## src/rtl/csr_trap_ctrl_if.sv

```systemverilog
// Interface bundle between the execute stage / CSR file and the trap sequencer.
// The master side is the pipeline + CSR file. The slave side is csr_trap_ctrl.
interface csr_trap_ctrl_if #(
  parameter int ADDR_W = 32,
  parameter int DATA_W = 32
);

  // Requests from the execute stage
  logic              ecall_i;
  logic              ebreak_i;
  logic              mret_i;
  logic              irq_timer_i;
  logic              irq_ext_i;
  logic [DATA_W-1:0] pc_i;
  logic              ex_csr_we_i;

  // Current CSR values
  logic [DATA_W-1:0] csr_mtvec_i;
  logic [DATA_W-1:0] csr_mepc_i;
  logic [DATA_W-1:0] csr_mstatus_i;

  // Secondary CSR write port, pipeline freeze and redirect
  logic              csr_we_o;
  logic [ADDR_W-1:0] csr_waddr_o;
  logic [DATA_W-1:0] csr_wdata_o;
  logic              hold_o;
  logic              jump_o;
  logic [DATA_W-1:0] jump_addr_o;

  modport master (
    output ecall_i, ebreak_i, mret_i, irq_timer_i, irq_ext_i, pc_i, ex_csr_we_i,
    output csr_mtvec_i, csr_mepc_i, csr_mstatus_i,
    input  csr_we_o, csr_waddr_o, csr_wdata_o, hold_o, jump_o, jump_addr_o
  );

  modport slave (
    input  ecall_i, ebreak_i, mret_i, irq_timer_i, irq_ext_i, pc_i, ex_csr_we_i,
    input  csr_mtvec_i, csr_mepc_i, csr_mstatus_i,
    output csr_we_o, csr_waddr_o, csr_wdata_o, hold_o, jump_o, jump_addr_o
  );

endinterface

```

## src/rtl/csr_trap_ctrl.sv

```systemverilog
// Trap sequencer: on ecall/ebreak/enabled interrupt/mret it freezes the
// pipeline, writes mepc/mcause/mstatus through the CSR file's secondary port
// (retrying any write that loses to the execute-stage port), then emits a
// single-cycle redirect to mtvec (trap) or mepc (mret).
module csr_trap_ctrl #(
  parameter int ADDR_W = 32,
  parameter int DATA_W = 32
) (
  input logic             clk,
  input logic             rst,
  csr_trap_ctrl_if.slave  bus
);

  localparam logic [11:0] MSTATUS_ADDR = 12'h300;
  localparam logic [11:0] MEPC_ADDR    = 12'h341;
  localparam logic [11:0] MCAUSE_ADDR  = 12'h342;

  localparam int MIE_BIT  = 3;
  localparam int MPIE_BIT = 7;

  localparam logic [DATA_W-1:0] CAUSE_ECALL  = DATA_W'(11);
  localparam logic [DATA_W-1:0] CAUSE_EBREAK = DATA_W'(3);
  localparam logic [DATA_W-1:0] CAUSE_TIMER  = {1'b1, (DATA_W-1)'(7)};
  localparam logic [DATA_W-1:0] CAUSE_EXT    = {1'b1, (DATA_W-1)'(11)};

  typedef enum logic [2:0] {
    IDLE,
    W_MEPC,
    W_MCAUSE,
    W_MSTAT,
    JUMP
  } state_t;

  typedef enum logic {
    KIND_TRAP,
    KIND_MRET
  } kind_t;

  state_t            state;
  kind_t             kind_q;
  logic [DATA_W-1:0] cause_q;
  logic [DATA_W-1:0] pc_q;

  logic              req_valid;
  kind_t             req_kind;
  logic [DATA_W-1:0] req_cause;
  logic [DATA_W-1:0] mstatus_new;

  // Pick the highest-priority request while idle. Interrupts need MIE.
  // NOTE: every signal gets a default first so this block never infers a latch.
  always_comb begin
    req_valid = 1'b0;
    req_kind  = KIND_TRAP;
    req_cause = '0;
    if (!rst && state == IDLE) begin
      if (bus.ecall_i) begin
        req_valid = 1'b1;
        req_cause = CAUSE_ECALL;
      end else if (bus.ebreak_i) begin
        req_valid = 1'b1;
        req_cause = CAUSE_EBREAK;
      end else if (bus.mret_i) begin
        req_valid = 1'b1;
        req_kind  = KIND_MRET;
      end else if (bus.irq_timer_i && bus.csr_mstatus_i[MIE_BIT]) begin
        req_valid = 1'b1;
        req_cause = CAUSE_TIMER;
      end else if (bus.irq_ext_i && bus.csr_mstatus_i[MIE_BIT]) begin
        req_valid = 1'b1;
        req_cause = CAUSE_EXT;
      end
    end
  end

  // New mstatus from the live value: trap stacks MIE into MPIE, mret unstacks it.
  always_comb begin
    mstatus_new = bus.csr_mstatus_i;
    if (kind_q == KIND_TRAP) begin
      mstatus_new[MPIE_BIT] = bus.csr_mstatus_i[MIE_BIT];
      mstatus_new[MIE_BIT]  = 1'b0;
    end else begin
      mstatus_new[MIE_BIT]  = bus.csr_mstatus_i[MPIE_BIT];
      mstatus_new[MPIE_BIT] = 1'b1;
    end
  end

  // Sequencer state and latched request; a colliding write holds its state.
  // NOTE: state uses non-blocking assignments so every register samples pre-edge values.
  always_ff @(posedge clk) begin
    if (rst) begin
      state   <= IDLE;
      kind_q  <= KIND_TRAP;
      cause_q <= '0;
      pc_q    <= '0;
    end else begin
      case (state)
        IDLE: begin
          if (req_valid) begin
            kind_q  <= req_kind;
            cause_q <= req_cause;
            pc_q    <= bus.pc_i;
            state   <= (req_kind == KIND_MRET) ? W_MSTAT : W_MEPC;
          end
        end
        W_MEPC:   if (!bus.ex_csr_we_i) state <= W_MCAUSE;
        W_MCAUSE: if (!bus.ex_csr_we_i) state <= W_MSTAT;
        W_MSTAT:  if (!bus.ex_csr_we_i) state <= JUMP;
        JUMP:     state <= IDLE;
        default:  state <= IDLE;
      endcase
    end
  end

  // Output decode: writes only in W_* states, redirect only in JUMP.
  always_comb begin
    bus.csr_we_o    = 1'b0;
    bus.csr_waddr_o = '0;
    bus.csr_wdata_o = '0;
    bus.jump_o      = 1'b0;
    bus.jump_addr_o = '0;
    bus.hold_o      = req_valid || (state != IDLE);
    case (state)
      W_MEPC: begin
        bus.csr_we_o    = 1'b1;
        bus.csr_waddr_o = ADDR_W'(MEPC_ADDR);
        bus.csr_wdata_o = pc_q;
      end
      W_MCAUSE: begin
        bus.csr_we_o    = 1'b1;
        bus.csr_waddr_o = ADDR_W'(MCAUSE_ADDR);
        bus.csr_wdata_o = cause_q;
      end
      W_MSTAT: begin
        bus.csr_we_o    = 1'b1;
        bus.csr_waddr_o = ADDR_W'(MSTATUS_ADDR);
        bus.csr_wdata_o = mstatus_new;
      end
      JUMP: begin
        bus.jump_o      = 1'b1;
        bus.jump_addr_o = (kind_q == KIND_MRET) ? bus.csr_mepc_i : bus.csr_mtvec_i;
      end
      default: ;
    endcase
  end

endmodule

```

## src/flat_wrapper.sv

```systemverilog
// flat-port wrapper written by rule: the top's interface ports become plain ports
module csr_trap_ctrl_flat 
#(
  parameter int ADDR_W = 32,
  parameter int DATA_W = 32
)
  (clk, rst, bus_ecall_i, bus_ebreak_i, bus_mret_i, bus_irq_timer_i, bus_irq_ext_i, bus_pc_i, bus_ex_csr_we_i, bus_csr_mtvec_i, bus_csr_mepc_i, bus_csr_mstatus_i, bus_csr_we_o, bus_csr_waddr_o, bus_csr_wdata_o, bus_hold_o, bus_jump_o, bus_jump_addr_o);
  csr_trap_ctrl_if #(.ADDR_W(ADDR_W), .DATA_W(DATA_W)) bus_i ();
  input logic clk;
  input logic rst;
  input wire logic [$bits(bus_i.ecall_i)-1:0] bus_ecall_i;
  input wire logic [$bits(bus_i.ebreak_i)-1:0] bus_ebreak_i;
  input wire logic [$bits(bus_i.mret_i)-1:0] bus_mret_i;
  input wire logic [$bits(bus_i.irq_timer_i)-1:0] bus_irq_timer_i;
  input wire logic [$bits(bus_i.irq_ext_i)-1:0] bus_irq_ext_i;
  input wire logic [$bits(bus_i.pc_i)-1:0] bus_pc_i;
  input wire logic [$bits(bus_i.ex_csr_we_i)-1:0] bus_ex_csr_we_i;
  input wire logic [$bits(bus_i.csr_mtvec_i)-1:0] bus_csr_mtvec_i;
  input wire logic [$bits(bus_i.csr_mepc_i)-1:0] bus_csr_mepc_i;
  input wire logic [$bits(bus_i.csr_mstatus_i)-1:0] bus_csr_mstatus_i;
  output wire logic [$bits(bus_i.csr_we_o)-1:0] bus_csr_we_o;
  output wire logic [$bits(bus_i.csr_waddr_o)-1:0] bus_csr_waddr_o;
  output wire logic [$bits(bus_i.csr_wdata_o)-1:0] bus_csr_wdata_o;
  output wire logic [$bits(bus_i.hold_o)-1:0] bus_hold_o;
  output wire logic [$bits(bus_i.jump_o)-1:0] bus_jump_o;
  output wire logic [$bits(bus_i.jump_addr_o)-1:0] bus_jump_addr_o;
  assign bus_i.ecall_i = bus_ecall_i;
  assign bus_i.ebreak_i = bus_ebreak_i;
  assign bus_i.mret_i = bus_mret_i;
  assign bus_i.irq_timer_i = bus_irq_timer_i;
  assign bus_i.irq_ext_i = bus_irq_ext_i;
  assign bus_i.pc_i = bus_pc_i;
  assign bus_i.ex_csr_we_i = bus_ex_csr_we_i;
  assign bus_i.csr_mtvec_i = bus_csr_mtvec_i;
  assign bus_i.csr_mepc_i = bus_csr_mepc_i;
  assign bus_i.csr_mstatus_i = bus_csr_mstatus_i;
  assign bus_csr_we_o = bus_i.csr_we_o;
  assign bus_csr_waddr_o = bus_i.csr_waddr_o;
  assign bus_csr_wdata_o = bus_i.csr_wdata_o;
  assign bus_hold_o = bus_i.hold_o;
  assign bus_jump_o = bus_i.jump_o;
  assign bus_jump_addr_o = bus_i.jump_addr_o;
  csr_trap_ctrl #(.ADDR_W(ADDR_W), .DATA_W(DATA_W)) u_core (.clk(clk), .rst(rst), .bus(bus_i));
endmodule
```

## config.mk

```make
export PLATFORM = sky130hd
export DESIGN_NAME = csr_trap_ctrl_flat
export DESIGN_NICKNAME = d
export VERILOG_FILES = /design/src/rtl/csr_trap_ctrl_if.sv /design/src/rtl/csr_trap_ctrl.sv /design/src/flat_wrapper.sv
export SDC_FILE = /design/constraint.sdc
export NUM_CORES = 1
export LEC_CHECK = 0
export BUFFER_PORTS_ARGS = -buffer_cell sky130_fd_sc_hd__buf_2
export CORE_AREA = 3 3 106 83
export CTS_BUF_LIST = sky130_fd_sc_hd__clkbuf_2
export CTS_CLUSTER_SIZE = 8
export DETAILED_ROUTE_END_ITERATION = 7
export DIE_AREA = 0 0 109 86
export MAX_ROUTING_LAYER = met4
export PLACE_DENSITY = 0.72
export SETUP_SLACK_MARGIN = 0.3
export SLEW_MARGIN = 5
export SYNTH_ARGS = -nofsm -noshare
export SYNTH_HDL_FRONTEND = slang
export SYNTH_SLANG_ARGS = --single-unit
```

## constraint.sdc

```tcl
create_clock -name clk -period 2.9 [get_ports clk]
set_input_delay 0.145 -clock clk [delete_from_list [all_inputs] [get_ports clk]]
set_output_delay 0.145 -clock clk [all_outputs]
set_load 0.02 [all_outputs]
```

## After elaboration in Yosys (flattened, before gate mapping)

Cells that the tools add are included.

- Register bits after elaboration: 68
- Input bits: 136
- Output and inout port bits: 99
- Logic and storage cells: 52

- Equal/unequal tests: 8
- Mux-type cells: 30
- Reduce and logical (&&, ||, !) cells: 10

Operators by type and width:

| kind | number |
|---|---|
| two-way mux 32 bit | 8 |
| one-hot mux 32 bit (3 select lines) | 1 |
| one-hot mux 10 bit (3 select lines) | 1 |
| two-way mux 1 bit | 14 |
| two-way mux 3 bit | 4 |
| one-hot mux 3 bit (4 select lines) | 1 |
| == test 3 x 2 -> 1 bit (second input constant) | 2 |
| inequality test 2 bit (second input constant) | 3 |
| AND reduction 4 bit | 1 |
| == test 3 x 1 -> 1 bit (second input constant) | 1 |
| == test 3 bit (second input constant) | 1 |
| logical AND 1 bit | 3 |
| logical NOT 3 bit | 1 |
| nonzero test 3 bit | 1 |
| OR reduction 3 bit | 1 |
| two-way mux 2 bit | 1 |
| inequality test 2 x 1 -> 1 bit (second input constant) | 1 |
| AND reduction 2 bit | 1 |
| logical NOT 1 bit | 1 |
| logical OR 1 bit | 1 |

## Logic depth before layout (Yosys ltp)

Gate-level depths: netlist (run 1).

- Word-level depth: 9
- Mapped depth: 5
- Depth with buffers taken out: 4

## Worst setup path after synthesis (run 1)

No wires, ideal clock.

- Kind: reg2out
- Start: register u_core.state[0]
- End: output port bus_jump_addr_o[10]
- Data arrival time: 1.338 ns
- Data required time: 2.755 ns
- Setup slack: 1.417 ns
- Stages on the path, launching flop included: 6
- Buffers on the path: 2
- Cells stage by stage: dfxtp_1 buf_2 nor2_1 nand2_1 clkbuf_1 nor2_1

- Longest elaborated chain between the ends: 2

Ends and longest elaborated chain:

| what | line | source |
|---|---|---|
| from (decl) | csr_trap_ctrl.sv:39 | `state_t state;` |
| from (signal assigned) | csr_trap_ctrl.sv:102 | `state <= (req_kind == KIND_MRET) ? W_MSTAT : W_MEPC;` |
| == test 3 bit | csr_trap_ctrl.sv:122 | `case (state)` |
| two-way mux 32 bit | csr_trap_ctrl.sv:122 |  |
| to (decl) | flat_wrapper.sv:26 | `output wire logic [$bits(bus_i.jump_addr_o)-1:0] bus_jump_addr_o;` |

Every way passes these cells.

## Final worst setup path (run 1)

- Start: register u_core.state[1]
- End: output port bus_csr_wdata_o[21]

- Longest elaborated chain between the ends: 2

Ends and longest elaborated chain:

| what | line | source |
|---|---|---|
| == test 3 x 2 -> 1 bit or == test 3 x 1 -> 1 bit (tied branches) | csr_trap_ctrl.sv:122 |  |
| one-hot mux 32 bit (3 select lines) * | csr_trap_ctrl.sv:122 |  |
| to (decl) | flat_wrapper.sv:23 | `output wire logic [$bits(bus_i.csr_wdata_o)-1:0] bus_csr_wdata_o;` |

Mark *: on every way between the ends. The rest lies on a longest branch, timed or not.

==> results of run 1 <==
metal layers:
| metal | share of wire | vias up |
|---|---|---|
| met5 | 0 | - |
| met4 | 0.0097 | 0 |
| met3 | 0.077 | 10 |
| met2 | 0.48 | 126 |
| met1 | 0.44 | 1395 |
| li1 | - | 1583 |
worst reg2reg max path, delay by kind of cell (launching register included):
family          cells  cell delay, ps
simple gates        3             980
flops               1             510
compound gates      1             410
logic make-up (layout without fill, tap and decap cells):
| logic type | after synthesis | after routing | synth area share |
|---|---|---|---|
| flip-flops | 40 | 40 | 0.295 |
| AO/OA/AOI/OAI | 79 | 79 | 0.214 |
| AND/OR/NAND/NOR | 136 | 136 | 0.217 |
| buffers and inverters | 58 | 253 | 0.135 |
| other | 1 | 27 | 0.00138 |
| XOR/XNOR | 1 | 1 | 0.00323 |
| multiplexers | 36 | 36 | 0.135 |
area by class of cell:
| class | instances | area share |
|---|---|---|
| clock buffer | 7 | 0.00873 |
| multi-input combinational | 279 | 0.411 |
| timing repair buffer | 242 | 0.344 |
| clock inverter | 1 | 0.000935 |
| inverter | 3 | 0.00281 |
| tap | 105 | 0.0327 |
| sequential | 40 | 0.200 |
sequential cells by signal (all words and copies together), names as in the netlist:
signal	flops
u_core.kind_q	1
u_core.cause_q	4
u_core.pc_q	32
u_core.state	3
synth_stat cells (all sizes together):
master   count  area, µm²
or3          2       22.5
a21boi       1       7.51
clkbuf      12       45.0
a22o        26        228
nor3b        1       7.51
inv          3       11.3
nor2b        3       18.8
nand2b       1       6.26
conb         1       3.75
nand3b       1       7.51
buf         43        312
a22oi        3       22.5
a21oi       38        239
o21a         1       7.51
o21ai        5       36.3
nand2       71        292
mux2         4       45.0
a2111oi      2       17.5
a311oi       1       8.76
a211oi       1       7.51
nor2        45        169
nand3        2       10.0
xor2         1       8.76
mux2i       32        320
o22ai        1       6.26
or2          1       6.26
and3b        1       8.76
dfxtp       40        801
nor3         8       40.0
metrics by stage:
step / area [µm²] / hold WS, ps / worst slack, ps / instances
after floorplan: 2810 / 254 / 1420 / 377
after global placement: 3650 / 388 / 954 / 637
after detailed placement: 3650 / 393 / 883 / 637
after CTS: 4010 / 8.33 / 506 / 677
after global routing: 4010 / 15.6 / 385 / 677
final: 4010 / 36.5 / 568 / 677
power by group through the flow:
stage          Sequential [mW]  Clock (mW)  Combinational, mW
6_report                 0.674       0.235              0.652
3_5_place_dp             0.686           0              0.617
3_3_place_gp             0.683           0              0.606
5_1_grt                  0.683       0.268              0.717
4_1_cts                  0.675       0.246              0.652
2_1_floorplan            0.650           0              0.485
timing repair:
| item | in CTS | in global routing |
|---|---|---|
| endpoints found under the setup margin | 0 | 17 |
| resized for setup | 0 | 1 |
| hold endpoints to repair | 32 | 0 |
| hold buffers | 32 | 0 |
how the worst max path moves through the flow:
stage                    start  slack (ps)                   to  depth (start not counted)
2_1_floorplan  u_core.state[0]        1420  bus_jump_addr_o[10]                          5
4_1_cts        u_core.state[1]         510  bus_jump_addr_o[28]                          5
5_1_grt        u_core.state[1]         380  bus_csr_wdata_o[19]                          4
6_report       u_core.state[1]         570  bus_csr_wdata_o[21]                          4
3_5_place_dp   u_core.state[1]         880    u_core.cause_q[3]                          4
3_3_place_gp   u_core.state[1]         950    u_core.cause_q[3]                          4
==> impl_metrics.ini, run 1 <==
[global_routing]
grt-ovfl-total = 0
grt_pass1_vias = 3031
grt_pass1_wl_um = 14800
grt_max_degree = 43
use_met3 = 0.0354
antenna_found_initial = 1
grt-busiest-layer = met2
globalRouteMet2Util = 0.312
grt_usage = 0.201
met1_usage = 0.277

[place]
port_buffers = 207
place_congestion = 0.912
hpwl_um = 7560

[die]
fp.dieH_um = 86
fp.coreArea_um2 = 7810
rows = 28
io_pins = 235
fp.dieW_um = 109
initial_utilization = 0.348
die_area_um2 = 9370

[power]
comb_power_share = 0.417
powerDensity_nw_per_um2 = 389
power.leakage_nw = 2.02
p_int_uw = 946
vdd_drop_max_uv = 202
power_frac_clock = 0.151
switching_share = 0.394
seq_power_share = 0.432
total_power_mw = 1.56
p_switching_uw = 615

[setup_path]
critical_path.max_fanout = 18
crit_buf_inv = 2
endpoint_kind = output port
arrival_ps = 2190
critPathLaunchType = flip-flop
worstPathRequired_ps = 2760
ff2ff_path_depth = 4
slowest_delay_ps = 680
worst_r2r_endpoint = u_core.cause_q[3]
cp_slowest_cell = dfxtp_1
reg2reg_setup_slack_ps = 880
crit_type = reg2out
path_cells = and3b_1 > buf_4 > a22o_1 > buf_2
crit_family = flip-flops
r2r-start = u_core.state[1]

[routing]
drc = 0
wl_per_cell_um = 14.5
vias_per_cell = 4.60
firstDrtPassIters = 4
ant_nets = 0
route.vias.total = 3114
wirelength_um = 9830
drt_iter0_markers = 199

[timing]
final_max_slew_viol_count = 0
maxSlewHeadroom = 0.323
rsz0062_at_grt = false
hold_violations = 0
fin_setup_tns_ps = 0
period_needed_ps = 2330
setup_viol = 0
fmax_mhz = 429
finalCritPeriodShare = 0.804
worstMarginPinSlew_ps = 1020
final.setup_skew_ps = 20.4

[status]
status = finished, final reports clean

[synthesis]
syn_inst = 351
synth_warnings = 0
avgSynthCellArea_um2 = 7.74
synth_cell_type_count = 35
ys_ff_latch = 40
syn_area_um2 = 2720
ys_seq_area_frac = 0.295

[clocking]
cts_tree = yes
clock_sinks = 40
cts_inserted_buffers = 5
clk_latency_ps = 370
clk_pin_slew_ps = 200
postCtsSetupBuffers = 0
cts_buffer_depth = 2
htree_levels = 2
root_buffer = clkbuf_2

[cells_and_area]
multi_input_area_um2 = 1650
diodes = 0
area_growth_pct = 47.8
layout_common_cells = 207 x buf_2, 60 x nand2_1, 45 x nor2_1, 39 x dfxtp_1
fin_util = 0.514
final-seq-area_um2 = 802
drive_gt1_frac = 0.435
layout_commonest_cell = buf_2
fillerInstances = 757
nets = 707

[job]
max-cap-violations = 0

[hold_path]
holdCritPathClass = in2reg
holdPathStages = 2
min_to = u_core.cause_q[1]
hp-start = bus_mret_i
No activity file was read; power rests on OpenSTA's default activity.
==> run 2: changes to the inputs <==
==> constraint.sdc (replaced) <==
create_clock -name clk -period 2.3 [get_ports clk]
set_input_delay 0.115 -clock clk [delete_from_list [all_inputs] [get_ports clk]]
set_output_delay 0.115 -clock clk [all_outputs]
set_load 0.02 [all_outputs]
==> impl_metrics.ini, run 2 (synthesis results as in run 1) <==
[status]
status = finished, final reports clean

[hold_path]
hp-start = bus_ebreak_i
holdCritPathClass = in2reg
holdPathStages = 3
min_to = u_core.cause_q[31]

[timing]
fin_setup_tns_ps = 0
hold_violations = 0
whs_ps = 105
setup_viol = 0
final_max_slew_viol_count = 0
rsz0062_at_grt = true
maxSlewHeadroom = 0.368
worstMarginPinSlew_ps = 944
finalCritPeriodShare = 0.858
fin_ws_ps = 326
period_needed_ps = 1970
fmax_mhz = 507
final.setup_skew_ps = 18.4

[routing]
drt_iter0_markers = 139
drc = 0
route.vias.total = 3148
firstDrtPassIters = 4
wirelength_um = 9890
vias_per_cell = 4.60
wl_per_cell_um = 14.5
ant_nets = 0

[die]
fp.dieH_um = 86
fp.dieW_um = 109
fp.coreArea_um2 = 7810
initial_utilization = 0.348
die_area_um2 = 9370
rows = 28
io_pins = 235

[setup_path]
endpoint_kind = flip-flop
crit_type = in2reg
arrival_ps = 2290
ff2ff_path_depth = 5
critPathLaunchType = input port
worstPathRequired_ps = 2610
worst_r2r_endpoint = u_core.pc_q[9]
critical_path.max_fanout = 33
r2r-start = u_core.state[0]
reg2reg_setup_slack_ps = 540

[clocking]
htree_levels = 2
clock_sinks = 40
cts_buffer_depth = 2
root_buffer = clkbuf_2
clk_latency_ps = 370
clk_pin_slew_ps = 200
cts_inserted_buffers = 5
postCtsSetupBuffers = 0
cts_tree = yes

[cells_and_area]
nets = 714
area_growth_pct = 52.1
fillerInstances = 779
drive_gt1_frac = 0.447
top_register = u_core.pc_q
fin_util = 0.529
layout_common_cells = 207 x buf_2, 61 x nand2_1, 44 x nor2_1, 36 x dfxtp_1, 34 x dlygate4sd3_1
multi_input_area_um2 = 1660
layout_commonest_cell = buf_2
largest_register_ffs = 32
top_regs = u_core.pc_q: 32 flops, u_core.cause_q: 4 flops, u_core.state: 3 flops
diodes = 0
final-seq-area_um2 = 816

[power]
powerDensity_nw_per_um2 = 484
power.leakage_nw = 2.06
vdd_drop_max_uv = 272

[global_routing]
grt_max_degree = 43
antenna_found_initial = 1
grt_pass1_wl_um = 14800
grt_pass1_vias = 2993
grt_usage = 0.201
grt-ovfl-total = 0

[job]
max-cap-violations = 0

[place]
port_buffers = 207
post-place-ws_ps = 425
hpwl_um = 7720
place_congestion = 0.911
[run 2: routing by layer]
layer / GRT usage / part of all wire / up-vias
met4: 0.0367 / 0.0077 / 0
met3: 0.0271 / 0.052 / 8
met2: 0.314 / 0.48 / 92
met1: 0.279 / 0.46 / 1454
met5: - / 0 / -
li1: - / - / 1594
[run 2: critical path, cell delays in order]
cell           delay [ps]
dlygate4sd3_1         530
buf_2                 160
or3_4                 400
o21ai_4               740
nor3_1                130
nor3_1                200
[run 2: area by class of cell]
type / count / share of cell area
clock inverters: 3 / 0.00333
multi-input cells: 279 / 0.401
repair buffers: 249 / 0.358
flip-flops and latches: 40 / 0.198
inverters: 3 / 0.00273
well taps: 105 / 0.0318
clock buffers: 5 / 0.00606
[run 2: stage by stage]
step / cells / instance area [µm²] / power [mW]
floorplan: 377 / 2810 / 1.43
global placement: 642 / 3730 / 1.65
detailed placement: 642 / 3730 / 1.67
CTS: 684 / 4110 / 2.02
global route: 684 / 4130 / 2.13
finish: 684 / 4130 / 2.00
[run 2: how the worst max path moves through the flow]
stage | endpoint | slack [ps] | startpoint
final | u_core.cause_q[3] | 330 | bus_mret_i
after global placement | u_core.cause_q[3] | 500 | u_core.state[1]
after detailed placement | u_core.cause_q[3] | 430 | bus_ebreak_i
after CTS | u_core.cause_q[3] | 310 | bus_mret_i
after global routing | u_core.pc_q[19] | 240 | bus_mret_i
after floorplan | bus_jump_addr_o[10] | 850 | u_core.state[0]
[run 2: where the power goes]
| group | leakage, nW | switching (mW) | internal (mW) |
|---|---|---|---|
| clock | 0.0302 | 0.222 | 0.0684 |
| combinational | 1.70 | 0.492 | 0.371 |
| sequential | 0.332 | 0.0734 | 0.771 |
| total | 2.06 | 0.787 | 1.21 |
[run 2: what timing repair did]
item	CTS	global route
pin swaps	0	0
setup endpoints to repair	67	65
gates resized for setup	4	7
endpoints found under the hold margin	35	0
hold buffers	34	0
